`src/rtl/acl_cmd_sequencer.sv`:
```
// acl_cmd_sequencer
// Turns the tester FSM's level-style ACL2 command strobes into fixed ADXL362
// register-write sequences and hands them to the SPI transaction layer one
// write at a time over a req/done handshake.

module acl_cmd_sequencer #(
    parameter int          RESET_WAIT_CYCLES = 10000,
    parameter logic [10:0] ACT_THRESH        = 11'd336,
    parameter logic [7:0]  ACT_TIME          = 8'd25,
    parameter logic [10:0] INACT_THRESH      = 11'd150,
    parameter logic [15:0] INACT_TIME        = 16'd25
) (
    input  logic       i_clk_20mhz,
    input  logic       i_rst_20mhz_n,
    input  logic       i_acl_cmd_init_measur_mode,
    input  logic       i_acl_cmd_start_measur_mode,
    input  logic       i_acl_cmd_init_linked_mode,
    input  logic       i_acl_cmd_start_linked_mode,
    input  logic       i_acl_cmd_soft_reset,
    output logic       o_acl_command_ready,
    output logic       o_wr_req,
    output logic [7:0] o_wr_addr,
    output logic [7:0] o_wr_data,
    input  logic       i_wr_done
);

    localparam int CW = (RESET_WAIT_CYCLES > 1) ? $clog2(RESET_WAIT_CYCLES + 1) : 1;

    typedef enum logic [1:0] {
        IDLE,
        ISSUE,
        GAP,
        RST_WAIT
    } state_t;

    typedef enum logic [2:0] {
        SEQ_SOFT_RESET,
        SEQ_INIT_MEASUR,
        SEQ_START_MEASUR,
        SEQ_INIT_LINKED,
        SEQ_START_LINKED
    } seq_t;

    state_t          state;
    seq_t            seq;
    logic [3:0]      index;
    logic [CW-1:0]   wait_cnt;
    logic            abort_pending;

    seq_t            cmd_seq;
    logic            cmd_any;
    logic            abort_req;
    logic            abort_now;

    // Register-write table: {addr, data} for entry idx of sequence s
    function automatic logic [15:0] entry(input seq_t s, input logic [3:0] idx);
        logic [15:0] e;
        e = 16'h0000;
        case (s)
            SEQ_SOFT_RESET:   e = {8'h1F, 8'h52};
            SEQ_INIT_MEASUR: begin
                case (idx)
                    4'd0:    e = {8'h2C, 8'h13};
                    4'd1:    e = {8'h2A, 8'h00};
                    default: e = {8'h2B, 8'h00};
                endcase
            end
            SEQ_START_MEASUR: e = {8'h2D, 8'h02};
            SEQ_INIT_LINKED: begin
                case (idx)
                    4'd0:    e = {8'h20, ACT_THRESH[7:0]};
                    4'd1:    e = {8'h21, 5'b00000, ACT_THRESH[10:8]};
                    4'd2:    e = {8'h22, ACT_TIME};
                    4'd3:    e = {8'h23, INACT_THRESH[7:0]};
                    4'd4:    e = {8'h24, 5'b00000, INACT_THRESH[10:8]};
                    4'd5:    e = {8'h25, INACT_TIME[7:0]};
                    4'd6:    e = {8'h26, INACT_TIME[15:8]};
                    4'd7:    e = {8'h27, 8'h3F};
                    default: e = {8'h2B, 8'h40};
                endcase
            end
            SEQ_START_LINKED: e = {8'h2D, 8'h0A};
            default:          e = 16'h0000;
        endcase
        return e;
    endfunction

    // Index of the final write in each sequence
    function automatic logic [3:0] last_index(input seq_t s);
        logic [3:0] l;
        case (s)
            SEQ_INIT_MEASUR: l = 4'd2;
            SEQ_INIT_LINKED: l = 4'd8;
            default:         l = 4'd0;
        endcase
        return l;
    endfunction

    // Pick the highest-priority command level present this cycle
    always_comb begin
        cmd_any = 1'b1;
        cmd_seq = SEQ_SOFT_RESET;
        if (i_acl_cmd_soft_reset)              cmd_seq = SEQ_SOFT_RESET;
        else if (i_acl_cmd_init_measur_mode)   cmd_seq = SEQ_INIT_MEASUR;
        else if (i_acl_cmd_start_measur_mode)  cmd_seq = SEQ_START_MEASUR;
        else if (i_acl_cmd_init_linked_mode)   cmd_seq = SEQ_INIT_LINKED;
        else if (i_acl_cmd_start_linked_mode)  cmd_seq = SEQ_START_LINKED;
        else                                   cmd_any = 1'b0;
    end

    // Soft reset may pre-empt any other sequence, but never itself
    assign abort_req = i_acl_cmd_soft_reset && (seq != SEQ_SOFT_RESET);
    assign abort_now = abort_req || abort_pending;

    // Sequencer FSM with registered handshake and table outputs
    always_ff @(posedge i_clk_20mhz) begin
        if (!i_rst_20mhz_n) begin
            state               <= IDLE;
            seq                 <= SEQ_SOFT_RESET;
            index               <= 4'd0;
            wait_cnt            <= '0;
            abort_pending       <= 1'b0;
            o_acl_command_ready <= 1'b1;
            o_wr_req            <= 1'b0;
            o_wr_addr           <= 8'h00;
            o_wr_data           <= 8'h00;
        end else begin
            case (state)
                IDLE: begin
                    if (cmd_any) begin
                        seq                    <= cmd_seq;
                        index                  <= 4'd0;
                        abort_pending          <= 1'b0;
                        state                  <= ISSUE;
                        o_acl_command_ready    <= 1'b0;
                        o_wr_req               <= 1'b1;
                        {o_wr_addr, o_wr_data} <= entry(cmd_seq, 4'd0);
                    end
                end
                ISSUE: begin
                    if (i_wr_done) begin
                        o_wr_req      <= 1'b0;
                        abort_pending <= 1'b0;
                        if (abort_now) begin
                            seq   <= SEQ_SOFT_RESET;
                            index <= 4'd0;
                            state <= GAP;
                        end else if (index == last_index(seq)) begin
                            if (seq == SEQ_SOFT_RESET) begin
                                wait_cnt <= '0;
                                state    <= RST_WAIT;
                            end else begin
                                o_acl_command_ready <= 1'b1;
                                state               <= IDLE;
                            end
                        end else begin
                            index <= index + 4'd1;
                            state <= GAP;
                        end
                    end else if (abort_req) begin
                        abort_pending <= 1'b1;
                    end
                end
                GAP: begin
                    state    <= ISSUE;
                    o_wr_req <= 1'b1;
                    if (abort_now) begin
                        seq                    <= SEQ_SOFT_RESET;
                        index                  <= 4'd0;
                        abort_pending          <= 1'b0;
                        {o_wr_addr, o_wr_data} <= entry(SEQ_SOFT_RESET, 4'd0);
                    end else begin
                        {o_wr_addr, o_wr_data} <= entry(seq, index);
                    end
                end
                RST_WAIT: begin
                    if (wait_cnt == CW'(RESET_WAIT_CYCLES - 1)) begin
                        o_acl_command_ready <= 1'b1;
                        state               <= IDLE;
                    end else begin
                        wait_cnt <= wait_cnt + CW'(1);
                    end
                end
                default: begin
                    state               <= IDLE;
                    o_acl_command_ready <= 1'b1;
                    o_wr_req            <= 1'b0;
                end
            endcase
        end
    end

endmodule
```
`config.mk`:
```
export PLATFORM = sky130hd
export DESIGN_NAME = acl_cmd_sequencer
export DESIGN_NICKNAME = d
export VERILOG_FILES = /design/src/rtl/acl_cmd_sequencer.sv
export SDC_FILE = /design/constraint.sdc
export NUM_CORES = 1
export LEC_CHECK = 0
export CAP_MARGIN = 20
export CORE_MARGIN = 3
export CORE_UTILIZATION = 55
export DETAILED_ROUTE_END_ITERATION = 8
export HOLD_SLACK_MARGIN = 0.06
export PLACE_DENSITY = 0.76
export SLEW_MARGIN = 30
export SYNTH_ARGS = -nofsm -noshare
export SYNTH_HDL_FRONTEND = slang
export SYNTH_SLANG_ARGS = --single-unit
```
`constraint.sdc`:
```
create_clock -name i_clk_20mhz -period 4.2 [get_ports i_clk_20mhz]
set_input_delay 0.84 -clock i_clk_20mhz [delete_from_list [all_inputs] [get_ports i_clk_20mhz]]
set_output_delay 0.84 -clock i_clk_20mhz [all_outputs]
set_load 0.01 [all_outputs]
```
==> reports/metrics.yaml, run 1 <==
seqPwrFrac_pct: 42.1
route.detailed.drc: 0
whs_path_depth: 2
worst_ep_required_time_ps: 4400
ios: 26
clkPwrFrac_pct: 26.2
drv.max_cap_violation_count: 0
die_area_um2: 5660
ys_warn_count: 0
peakVddDrop_v: 0.000287
rows: 24
vias: 2135
final.setup_skew_ps: 7.33
cts_setup_buffers: 0
clock_path_buffers: 2
reg2reg_slack_ps: 930
grt_pass1_vias: 2019
htreeDepth: 2
synth_flop_cell: "dfxtp_1"
cp_cell_sequence: "nand3b_1 -> inv_1 -> ha_1 -> or3_1 -> o41a_1 -> a2111oi_4 -> nand4_1 -> xor2_1 -> nor2_1"
fmax_ghz: 0.305
setup_tns_ps: 0
powerDensity_nw_per_um2: 449
startpoint_type: "register"
r2r_cells: 9
dp_cells: 368
rsz0062_at_grt: "no"
yosys-mux-area-fraction_pct: 1.95
cp.arrival_ps: 3480
synth-simple-area-share_pct: 26.3
synth_edf_count: 0
dpl.hpwl_um: 3860
die_y_um: 75.2
syn_area_um2: 2640
intPower_mw: 0.897
wl_um: 5310
drive_above_1_share_pct: 5.25
antenna_left: 0
cts_resized: 0
worst_slack_ps: 926
ys_types: 56
switchingPower_mw: 0.443
avgSynthCellArea_um2: 8.62
io_buffers: 23
slowest_stage: "a2111oi_4"
grt_pass1_wl_um: 9240
r2r-start: "seq[1]"
crit_path_max_fanout: 17
root_buffer: "clkbuf_8"
synth_xor_area_share_pct: 4.65
p_leak_nw: 1.21
fp.dieW_um: 75.2
drtIter0Drc: 197
fin_util_pct: 66.3
grt.total_usage_pct: 21.2
finalCriticalPeriod_ps: 3270
pre_cts_slack_ps: 710
max_stage_delay_ps: 740
synth-seq-area-share_pct: 38.0
drt_pass1_iterations: 4
fin_nets: 345
netlist_instances: 306
synth_top_family_by_area: "simple AND/OR/NAND/NOR gates"
synth-adder-area-share_pct: 6.64
numCtsBuffers: 5
grt_max_degree: 21
tightest_slew_ps: 813
fin_cells: 376
worstSetupEndpointType: "register"
r2r_end: "wait_cnt[13]"
cts_sinks: 50
ys_ff_latch: 50
synthArstFlopShare_pct: 0
antenna_found_initial: 0
syn_to_final_growth_pct: 13.2
diodes: 0
core_area_um2: 4500
routabilityCongestion: 0.892
p_comb_share_pct: 31.8
viasPerCell: 5.68
routedWlPerCell_um: 14.1
min_to: "o_wr_addr[4]"
insertion_delay_ps: 310
critPathKind: "register to register"
post-route-period-util_pct: 78.0
finalSetupViolations: 0
finalMaxSlewViolations: 0
worstHoldStart: "o_wr_addr[4]"
hold_viol_final: 0
ctsHoldBuffers: 0
p_sw_share_pct: 33.1
cts_tree: "built"
synth_compound_area_share_pct: 17.0
min_path_type: "register to register"
clk_pin_slew_ps: 100
outcome: "finished clean"
gr-total-overflow: 0
max_slew_margin_pct: 45.8
start_util_pct: 58.5
critical path: cells and delay by family (launching register included):
family,cells,cell delay [ps]
AOI/OAI and AO/OA,2,1140
and+or+nand+nor,4,840
DFF,1,680
adders and majority gates,1,230
xor gates and xnor gates,1,180
buffers and inverters,1,100
per-layer routing:
layer  global-route usage [%]  vias to the layer above  routed length, µm
met5                        0                        -                  0
met4                     6.80                        0                 70
met3                     5.21                        6                245
met2                     35.9                       65               2580
met1                     26.5                      961               2410
li1                         -                     1103                  -
power by group through the flow:
stage	clock [mW]	sequential, mW	combinational [mW]
2_1_floorplan	0	0.580	0.290
5_1_grt	0.376	0.571	0.479
6_report	0.351	0.563	0.425
4_1_cts	0.361	0.564	0.423
3_3_place_gp	0	0.574	0.417
3_5_place_dp	0	0.575	0.420
stage by stage:
step	total power [mW]	cell area [µm²]	hold WS [ps]
2_1_floorplan	0.871	2640	465
4_1_cts	1.35	2990	473
3_3_place_gp	0.991	2870	454
6_report	1.34	2990	468
5_1_grt	1.43	2990	492
3_5_place_dp	0.996	2870	460
synthesized netlist by cell type, types with 2 or more instances:
master    instances  share of area [%]
nor4b_1           3                1.0
a22oi_1           4                1.1
nand3_1          12                2.3
nor2_1           32                4.6
xnor2_1           2               0.66
and3_1            6                1.4
or3_1             2               0.47
o221ai_1          3                1.0
o211a_1           2               0.76
o32ai_1           2               0.66
o21ai_0           8                1.5
and4_1            3                1.0
inv_1            13                1.9
xor2_1           12                4.0
nor3_1            7                1.3
nand2_1          24                3.4
nor2b_1          19                4.5
and2_1            5                1.2
a21oi_1          10                1.9
mux2i_1           4                1.5
o31ai_1           5                1.4
ha_1             14                6.6
nand2b_1          2               0.47
dfxtp_1          50                 38
clkbuf_1         10                1.4
o21a_1            2               0.57
buf_2             3               0.57
buf_6             2               0.85
nand4_1           4               0.95
buf_4             2               0.57
nand3b_1          2               0.57
a211oi_1          2               0.57
or2_2             2               0.47
a21boi_0          7                2.0
a31oi_1           3               0.71
nor3b_1           3               0.85
area by class of cell:
type / count / area [µm²]
Clock buffer: 5 / 68.8
Clock inverter: 3 / 48.8
Fill cell: 384 / 1520
Inverter: 13 / 48.8
Multi-Input combinational cell: 227 / 1500
Sequential cell: 50 / 1000
Tap cell: 52 / 65.1
Timing Repair Buffer: 26 / 253
kinds of logic (layout without fill, tap and decap cells):
group | Yosys count | in the layout
adders and majority gates | 14 | 14
muxes | 5 | 5
xor gates and xnor gates | 14 | 14
AOI/OAI and AO/OA | 60 | 60
buffers and inverters | 30 | 47
other | 1 | 2
and+or+nand+nor | 132 | 132
DFF | 50 | 50
worst max path at each step:
stage                                     from            to  slack [ps]  cells after the start
after CTS                               seq[1]  wait_cnt[13]         980                      9
final                                   seq[1]  wait_cnt[13]         930                      9
after global placement    i_acl_cmd_soft_reset      register         810                      7
after global routing      i_acl_cmd_soft_reset      register         680                      7
after floorplan                         seq[2]  wait_cnt[12]        1460                     11
after detailed placement  i_acl_cmd_soft_reset      register         710                      7
cells in the final DEF, fill, tap and decap left out, types with 2 or more instances in the layout:
| cell | n |
|---|---|
| mux2i_1 | 4 |
| nor2b_1 | 19 |
| nor3b_1 | 3 |
| and2_1 | 5 |
| conb_1 | 2 |
| a211oi_1 | 2 |
| xnor2_1 | 2 |
| and3_1 | 6 |
| o21a_1 | 2 |
| o21ai_0 | 8 |
| a31oi_1 | 3 |
| or3_1 | 2 |
| nand4_1 | 4 |
| o211a_1 | 2 |
| dfxtp_1 | 50 |
| o31ai_1 | 5 |
| nor4b_1 | 3 |
| a21oi_1 | 10 |
| o32ai_1 | 2 |
| and4_1 | 3 |
| buf_4 | 3 |
| nand2b_1 | 2 |
| nor2_1 | 32 |
| inv_1 | 13 |
| ha_1 | 14 |
| clkdlybuf4s50_1 | 23 |
| nand3_1 | 12 |
| nand3b_1 | 2 |
| a21boi_0 | 7 |
| clkbuf_8 | 5 |
| a22oi_1 | 4 |
| or2_2 | 2 |
| nor3_1 | 7 |
| nand2_1 | 24 |
| xor2_1 | 12 |
| o221ai_1 | 3 |
(Power assumes the default switching activity.)
==> run 2: changes to the inputs <==
--- a/config.mk
+++ b/config.mk
@@ -7,10 +7,10 @@
 export LEC_CHECK = 0
 export CAP_MARGIN = 20
 export CORE_MARGIN = 3
-export CORE_UTILIZATION = 55
+export CORE_UTILIZATION = 51
 export DETAILED_ROUTE_END_ITERATION = 8
 export HOLD_SLACK_MARGIN = 0.06
-export PLACE_DENSITY = 0.76
+export PLACE_DENSITY = 0.74
 export SLEW_MARGIN = 30
 export SYNTH_ARGS = -nofsm -noshare
 export SYNTH_HDL_FRONTEND = slang
==> constraint.sdc (replaced) <==
create_clock -name i_clk_20mhz -period 2.65 [get_ports i_clk_20mhz]
set_input_delay 0.53 -clock i_clk_20mhz [delete_from_list [all_inputs] [get_ports i_clk_20mhz]]
set_output_delay 0.53 -clock i_clk_20mhz [all_outputs]
set_load 0.01 [all_outputs]
==> run 2 against run 1 <==
  * Non-clock buffer count grew 31
  * First-iteration DRC count shrank 36%
  * Worst hold slack got worse by 4.9 ps
  * Die area rose by 7.2%
  * Design area is 9.4% higher
  * Critical path depth down 1
  * Sequential cell count stayed put
  * Power increased by 66%
  * Via count rose by 6.1%
  * Clock-buffer cell count increased by 1
==> reports/metrics.yaml, run 2 (synthesized netlist as in run 1, its figures left out) <==
start_util_pct: 54.4  # -4.2 points
routedWlPerCell_um: 13.7  # -2.7%
clock_path_buffers: 2  # unchanged
io_buffers: 23  # unchanged
routabilityCongestion: 0.876  # -1.8%
rows: 25  # +4.2%
r2r_cells: 9  # unchanged
mostFrequentLayoutCell: "dfxtp_1"
p_leak_nw: 1.37  # +13%
drt_pass1_iterations: 4  # unchanged
final_cell_mix: "50 x dfxtp_1, 33 x buf_4, 31 x nor2_1"
antenna_left: 0  # unchanged
root_buffer: "clkbuf_8"
final_area_um2: 3270  # +9.4%
fmax_ghz: 0.393
grt_pass1_wl_um: 9980  # +8.0%
wl_um: 5780  # +8.9%
dpl_cell_area_um2: 3110  # +8.5%
worstHoldStart: "o_wr_addr[1]"
rsz0062_at_grt: "no"
grt_max_degree: 17  # -19%
post-route-period-util_pct: 95.9
dp_cells: 413  # +12%
route.detailed.drc: 0  # unchanged
clk_pin_slew_ps: 80  # -20 ps
r2r-start: "state[0]"
reg2reg_slack_ps: 200  # -730 ps
peakVddDrop_v: 0.000384  # +34%
fin_nets: 376  # +9.0%
vias: 2266  # +6.1%
critPathKind: "input pin to register"
numCtsBuffers: 5  # unchanged
dpl.hpwl_um: 4420  # +14%
htreeDepth: 2  # unchanged
gr-total-overflow: 0  # unchanged
worst_ep_required_time_ps: 2830  # -1570 ps
viasPerCell: 5.38  # -5.2%
crit_path_max_fanout: 6  # -11
max_slew_margin_pct: 64.2  # +18 points
worst_slack_ps: 108  # -818 ps
whs_path_depth: 2  # unchanged
setup_tns_ps: 0  # unchanged
drv.max_cap_violation_count: 0  # unchanged
grt.total_usage_pct: 20.2  # -0.99 points
diodes: 0  # unchanged
holdWs_ps: 463  # -4.88 ps
finalSetupViolations: 0  # unchanged
finalCriticalPeriod_ps: 2540
hold_viol_final: 0  # unchanged
startpoint_type: "input pin"
drive_above_1_share_pct: 14.4  # +9.2 points
insertion_delay_ps: 290  # -20 ps
syn_to_final_growth_pct: 23.9
fp.dieW_um: 77.9  # +3.5%
min_path_type: "register to register"
fin_cells: 421  # +12%
cts_sinks: 50  # unchanged
pre_cts_slack_ps: -268  # -978 ps
cp-startpoint: "i_acl_cmd_soft_reset"
grt_pass1_vias: 2249  # +11%
antenna_found_initial: 0  # unchanged
worstSetupEndpointType: "register"
die_area_um2: 6070  # +7.2%
final.setup_skew_ps: 7.44  # +0.109 ps
drtIter0Drc: 127  # -36%
cts_tree: "built"
core_area_um2: 4850  # +7.6%
min_to: "o_wr_addr[1]"
outcome: "finished clean"
ios: 26  # unchanged
cp.arrival_ps: 2730  # -750 ps
die_y_um: 77.9  # +3.5%
powerDensity_nw_per_um2: 681  # +52%
finalMaxSlewViolations: 0  # unchanged
tightest_slew_ps: 529  # -283 ps
[run 2: power by group]
part	switching [mW]	total, mW	internal [mW]
clock	0.231	0.533	0.302
sequential	0.0476	0.880	0.832
combinational	0.422	0.812	0.389
total	0.701	2.22	1.52
[run 2: per-stage QoR]
stage / utilization, % / power [mW]
final: 67.4 / 2.22
after floorplan: - / 1.38
after global routing: 67.4 / 2.37
after CTS: 66.6 / 2.23
after global placement: 64.2 / 1.66
after detailed placement: 64.2 / 1.68
[run 2: area by class of cell]
type	instances	area (µm²)
Multi-Input combinational cell	227	1530
Inverter	13	48.8
Sequential cell	50	1000
Clock inverter	1	30.0
Tap cell	67	83.8
Fill cell	432	1580
Clock buffer	6	82.6
Timing Repair Buffer	57	489
[run 2: critical path: stages]
cell and delay (ps):
clkdlybuf4s50_1 460, buf_4 180, o31a_1 120, nor3_1 290
nand3_1 230, o32a_1 450, ha_1 210, mux2_2 250
[run 2: metal layers]
metal | vias to the layer above | routed length (µm) | track usage (%)
met2 | 59 | 2770 | 34.7
li1 | 1160 | - | -
met4 | 0 | 84 | 7.17
met5 | - | 0 | 0
met1 | 1037 | 2690 | 24.9
met3 | 10 | 235 | 4.29
[run 2: worst max-delay path by stage]
| stage | slack, ps | cells after the start | endpoint |
|---|---|---|---|
| floorplan | 80 | 11 | wait_cnt[12] |
| global placement | -160 | 9 | register |
| detailed placement | -270 | 8 | register |
| CTS | 100 | 9 | register |
| global route | 10 | 9 | register |
| finish | 110 | 8 | register |
[run 2: repair_timing]
item	4_1_cts	5_1_grt
buffers inserted	0	1
pin swaps	0	1
endpoints found under the setup margin	3	12
hold buffers	0	0
gates cloned	0	0
resized for setup	1	5
